File: config.mk
export PLATFORM = sky130hd
export DESIGN_NAME = demux_pipe
export DESIGN_NICKNAME = d
export VERILOG_FILES = /design/src/rtl/demux_pipe_pkg.sv /design/src/rtl/demux_pipe_skid_slot.sv /design/src/rtl/demux_pipe.sv
export SDC_FILE = /design/constraint.sdc
export NUM_CORES = 1
export LEC_CHECK = 0
export BUFFER_PORTS_ARGS = -buffer_cell sky130_fd_sc_hd__buf_2
export CAP_MARGIN = 25
export CORE_AREA = 2 2 147 149
export CTS_BUF_LIST = sky130_fd_sc_hd__clkbuf_16
export DETAILED_ROUTE_END_ITERATION = 10
export DIE_AREA = 0 0 149 151
export PLACE_DENSITY = 0.77
export SLEW_MARGIN = 0
export SYNTH_ARGS = -nofsm -noshare
export SYNTH_HDL_FRONTEND = slang
export SYNTH_SLANG_ARGS = --single-unit
File: constraint.sdc
create_clock -name clk -period 2.2 [get_ports clk]
set_input_delay 0.55 -clock clk [delete_from_list [all_inputs] [get_ports clk]]
set_output_delay 0.55 -clock clk [all_outputs]
set_load 0.02 [all_outputs]
File: src/rtl/demux_pipe_pkg.sv
// -----------------------------------------------------------------------------
// demux_pipe_pkg
//   Shared NoC definitions used by the demux/mux family:
//     DROP_CNT_W   - width of the saturating out-of-range drop counter
//     slot_state_t - occupancy states of a 2-entry skid slot
//     sel_width()  - select-field width for an N-way steer ($clog2 wrapper)
// -----------------------------------------------------------------------------
package demux_pipe_pkg;

    localparam int unsigned DROP_CNT_W = 16;

    typedef enum logic [1:0] {
        SLOT_EMPTY = 2'd0,
        SLOT_ONE   = 2'd1,
        SLOT_FULL  = 2'd2
    } slot_state_t;

    // A 1-way select would give a zero-width field; clamp to 1 bit.
    function automatic int unsigned sel_width(input int unsigned n);
        return (n > 1) ? $clog2(n) : 1;
    endfunction

endpackage

File: src/rtl/demux_pipe_skid_slot.sv
// -----------------------------------------------------------------------------
// skid_slot
//   Two-entry FIFO used as the per-channel output buffer of demux_pipe.
//   The head entry drives q directly, so data leaves straight from a flop.
//   Ports:
//     clk, rst_n - clock, asynchronous active-low reset
//     push, d    - write strobe and data (caller guarantees !full on push)
//     full       - both entries occupied (registered)
//     valid      - at least one entry occupied (registered)
//     ready      - downstream accepts the head entry this cycle
//     q          - head entry data; retains old contents when empty
// -----------------------------------------------------------------------------
module skid_slot
    import demux_pipe_pkg::*;
#(
    parameter int unsigned W = 32
) (
    input  logic         clk,
    input  logic         rst_n,
    input  logic         push,
    input  logic [W-1:0] d,
    output logic         full,
    output logic         valid,
    input  logic         ready,
    output logic [W-1:0] q
);

    slot_state_t  state;
    logic [W-1:0] d1;
    logic         pop;

    assign pop = valid & ready;

    // valid/full are kept as flops alongside the state so neither output
    // depends on a decode of the state register.
    always_ff @(posedge clk or negedge rst_n) begin
        if (!rst_n) begin
            state <= SLOT_EMPTY;
            valid <= 1'b0;
            full  <= 1'b0;
            q     <= '0;
            d1    <= '0;
        end else begin
            case (state)
                SLOT_EMPTY: begin
                    if (push) begin
                        q     <= d;
                        state <= SLOT_ONE;
                        valid <= 1'b1;
                    end
                end
                SLOT_ONE: begin
                    if (push && !pop) begin
                        d1    <= d;
                        state <= SLOT_FULL;
                        full  <= 1'b1;
                    end else if (push && pop) begin
                        // Head leaves and the new beat takes its place.
                        q <= d;
                    end else if (pop) begin
                        state <= SLOT_EMPTY;
                        valid <= 1'b0;
                    end
                end
                SLOT_FULL: begin
                    if (pop) begin
                        q     <= d1;
                        state <= SLOT_ONE;
                        full  <= 1'b0;
                    end
                end
                default: begin
                    state <= SLOT_EMPTY;
                    valid <= 1'b0;
                    full  <= 1'b0;
                end
            endcase
        end
    end

`ifndef SYNTHESIS
    always_ff @(posedge clk) begin
        if (rst_n) begin
            assert (!(push && full));
        end
    end
`endif

endmodule

File: src/rtl/demux_pipe.sv
// -----------------------------------------------------------------------------
// demux_pipe
//   Pipelined 1-to-N demultiplexer with valid/ready flow control. Each beat is
//   steered to channel s and buffered in a 2-entry skid slot, so i_ready is a
//   function of registered occupancy only. Beats whose select is >= N are
//   accepted and discarded, counted by a saturating drop counter.
//   Ports:
//     clk, rst_n - clock, asynchronous active-low reset
//     s          - destination channel select (used only with i_valid)
//     i_valid    - input beat valid
//     i_ready    - input beat accepted when i_valid & i_ready
//     i          - input data word
//     o_valid    - per-channel valid
//     o_ready    - per-channel downstream ready
//     o          - per-channel data, packed [N-1:0][W-1:0]
//     drop_cnt   - saturating count of out-of-range beats
// -----------------------------------------------------------------------------
module demux_pipe
    import demux_pipe_pkg::*;
#(
    parameter  int unsigned N = 4,
    parameter  int unsigned W = 32,
    localparam int unsigned L = sel_width(N)
) (
    input  logic                  clk,
    input  logic                  rst_n,
    input  logic [L-1:0]          s,
    input  logic                  i_valid,
    output logic                  i_ready,
    input  logic [W-1:0]          i,
    output logic [N-1:0]          o_valid,
    input  logic [N-1:0]          o_ready,
    output logic [N-1:0][W-1:0]   o,
    output logic [DROP_CNT_W-1:0] drop_cnt
);

    localparam int unsigned LP1   = L + 1;
    localparam logic [L:0]  N_EXT = LP1'(N);

    logic [N-1:0] full;
    logic [N-1:0] push;
    logic         sel_full;
    logic         out_of_range;
    logic         drop;

    // Only reachable when N is not a power of two.
    assign out_of_range = ({1'b0, s} >= N_EXT);

    always_comb begin
        sel_full = 1'b0;
        for (int unsigned k = 0; k < N; k++) begin
            if (s == L'(k)) begin
                sel_full = full[k];
            end
        end
    end

    // Out-of-range beats are always consumed; held low throughout reset.
    assign i_ready = rst_n & (out_of_range | ~sel_full);

    always_comb begin
        push = '0;
        for (int unsigned k = 0; k < N; k++) begin
            push[k] = i_valid & i_ready & (s == L'(k));
        end
    end

    assign drop = i_valid & i_ready & out_of_range;

    always_ff @(posedge clk or negedge rst_n) begin
        if (!rst_n) begin
            drop_cnt <= '0;
        end else if (drop && (drop_cnt != '1)) begin
            drop_cnt <= drop_cnt + 1'b1;
        end
    end

    for (genvar k = 0; k < N; k++) begin : g_slot
        skid_slot #(
            .W (W)
        ) u_slot (
            .clk   (clk),
            .rst_n (rst_n),
            .push  (push[k]),
            .d     (i),
            .full  (full[k]),
            .valid (o_valid[k]),
            .ready (o_ready[k]),
            .q     (o[k])
        );
    end

endmodule

==> run summary <==
Status - complete, no violations
Pre-CTS WS - -2.949 ps
Commonest non-fill, non-tap cell in the layout - dfrtp_1
Post-route minimum period - 2102 ps
CTS buffer count - 28
Worst-path clk slew - 60 ps
Post-Route WL - 27730 um
Mapped cell area - 11360 um^2
TNS Setup - 0 ps
Vias in the first global route - 8102
Final Hold Vio Count - 0
CTS tree - done
Max_cap viols - 0
Worst EP required - 1650 ps
Measured slew at the worst slew-check pin - 874.1 ps
Reg2Reg Capture Point - g_slot[1].u_slot.d1[25]
Initial Util - 54.54%
Sequential share of the synthesized area - 59.93%
Drt pass-1 iters - 5
Die extent in y - 151 um
Routed len/inst - 20.24 um
Fin nets - 1116
Final Setup Violations - 0
Post-Syn Instances - 884
Max-slew headroom - 41.59%
Number of cell rows - 53
Max Slew Vio Count - 0
Root Driver - clkbuf_16
Residual DRC - 0
Mean Syn Cell Area - 12.85 um^2
Commonest cells after routing, fill and taps aside - dfrtp_1 (272), buf_2 (171), mux2_2 (155), nor2_1 (137), o22ai_1 (68)
PD cells - 1251 nW/um^2
WS Path Type - register to output pin
Unrepaired setup endpoints after global routing - no
R2r startpoint - g_slot[1].u_slot.state[0]
Initial antenna violation count - 0
Vias per cell - 5.708
Share of layout cells above drive strength 1 - 39.00%
Synth warn - 0
P&R area growth vs syn - 20.71%
Final setup margin - 98.40 ps
Worst VDD drop - 0.0007494 V
Largest net degree at the start of global routing - 118
Worst Clk Skew - 19.92 ps
Synth Register Bits - 272
Final ANT Viol Nets - 0
Leakage - 6.871 nW
Global-route wire length before repair - 43360 um
Hold Slack - 97.47 ps
Total global-route track usage - 24.85%
CP Capture Type - output pin
CTS max path bufs - 3
# diodes - 0
Clock sinks - 272
Hold/Removal Path Class - input port to async pin
Via count - 7820
Fillers - 1555
I/O pin count - 190
Tcrit/Tclk final - 95.53%
Total congestion overflow - 0
Dpl hpwl - 18550 um
Core area - 20820 um^2
Worst reg2reg path depth - 4
CP max FO - 3
Placer Congestion - 0.8317
Synth cell types - 37
Area of the die - 22500 um^2
Iter 0 DRT Violations - 515
Clk Latency, worst-skew pair - 540 ps
R2r setup slk - 260 ps
CP Data Arrival Time - 1550 ps
I/O Buffers - 173
H-tree lvl count - 1
Max Freq - 0.4758 GHz
Die W - 149 um
Final Core Density - 65.84%
Worst setup SP type - register
-- power by group --
part	internal [mW]	leakage (nW)	total [mW]	switching, mW
Combinational	2.00	3.00	5.03	3.03
Sequential	6.74	3.44	7.81	1.07
Clock	2.42	0.425	4.31	1.88
-- stage by stage --
step	total power [mW]	area, um^2	std cells
after detailed placement	12.91	12850	1319
after floorplan	10.75	11410	899
after global placement	12.69	12850	1319
after global routing	18.03	13710	1370
final	17.15	13710	1370
after CTS	17.30	13720	1371
-- layout make-up --
cell class / count / area, um^2 / area share (%)
flip-flops and latches: 272 / 6807 / 49.65
multi-input cells: 551 / 4285 / 31.26
repair buffers: 218 / 1423 / 10.38
clock buffers: 28 / 700.7 / 5.111
well taps: 275 / 344.1 / 2.510
clock inverters: 22 / 135.1 / 0.9857
inverters: 4 / 15.01 / 0.1095
-- cell usage after synthesis --
library cell | instances | share of area [%]
nand3b_1 | 3 | 0.20
a31oi_1 | 1 | 0.055
a21oi_2 | 1 | 0.077
a211o_1 | 1 | 0.077
nor2_1 | 140 | 4.6
a21oi_1 | 6 | 0.26
a21o_1 | 34 | 2.2
nand4bb_1 | 1 | 0.099
o211ai_1 | 1 | 0.066
clkbuf_1 | 27 | 0.89
nor3_2 | 3 | 0.26
mux2_1 | 38 | 3.8
o22ai_1 | 68 | 3.7
maj3_1 | 1 | 0.088
mux2i_1 | 6 | 0.53
nand2_1 | 8 | 0.26
a22o_1 | 32 | 2.5
o41ai_2 | 2 | 0.29
nand2b_1 | 2 | 0.11
dfrtp_1 | 272 | 60
buf_4 | 24 | 1.6
or2_2 | 1 | 0.055
nand3_2 | 1 | 0.088
inv_1 | 4 | 0.13
or4_1 | 2 | 0.13
or3_1 | 1 | 0.055
o211a_1 | 1 | 0.088
nor2b_1 | 1 | 0.055
conb_1 | 1 | 0.033
mux2_2 | 155 | 15
nand4b_1 | 2 | 0.15
buf_2 | 21 | 0.93
and2_1 | 5 | 0.28
o21ai_0 | 11 | 0.48
nor4_2 | 2 | 0.22
nand3_1 | 2 | 0.088
a21boi_0 | 3 | 0.20
-- cell families after synthesis --
kind of cell             share of synthesized area, %
multiplexers                                    19.67
buffers and inverters                           3.536
adder cells (fa/ha/maj)                       0.08814
flip-flops                                      59.93
AND/OR/NAND/NOR                                 6.687
AO/OA/AOI/OAI                                   10.06
other                                         0.03302
-- worst max-delay path, stage by stage (launching register included) --
cell and delay [ps]:
dfrtp_1 410, nand2b_4 170, o211ai_1 80, o211a_1 220, buf_6 130
-- sequential cells by signal, indices dropped and copies added (netlist names) --
signal and flops:
g_slot.u_slot.d1 128, g_slot.u_slot.q 128, g_slot.u_slot.state 8, g_slot.u_slot.full 4, g_slot.u_slot.valid 4
-- worst max-delay path by stage --
stage,from,to,cells after the start
floorplan,i_valid,g_slot[2].u_slot.q[0],5
global route,g_slot[0].u_slot.full,i_ready,3
detailed placement,s[1],g_slot[1].u_slot.d1[1],7
CTS,g_slot[3].u_slot.full,i_ready,5
finish,g_slot[3].u_slot.full,i_ready,4
global placement,s[1],g_slot[3].u_slot.d1[28],8
-- per-layer routing --
layer,global-route usage [%],vias to the layer above,part of all wire (%)
li1,-,3520,-
met1,32.49,4040,41
met2,43.29,229,51
met3,4.187,31,6.5
met4,6.762,0,1.6
met5,0,-,0
-- repair_timing --
action | in CTS | in global routing
buffers inserted | 1 | 0
setup endpoints to repair | 1 | 1
pin swaps | 1 | 2
hold buffers | 1 | 0
endpoints found under the hold margin | 6 | 0
resized for setup | 4 | 0
(Power assumes the default switching activity.)
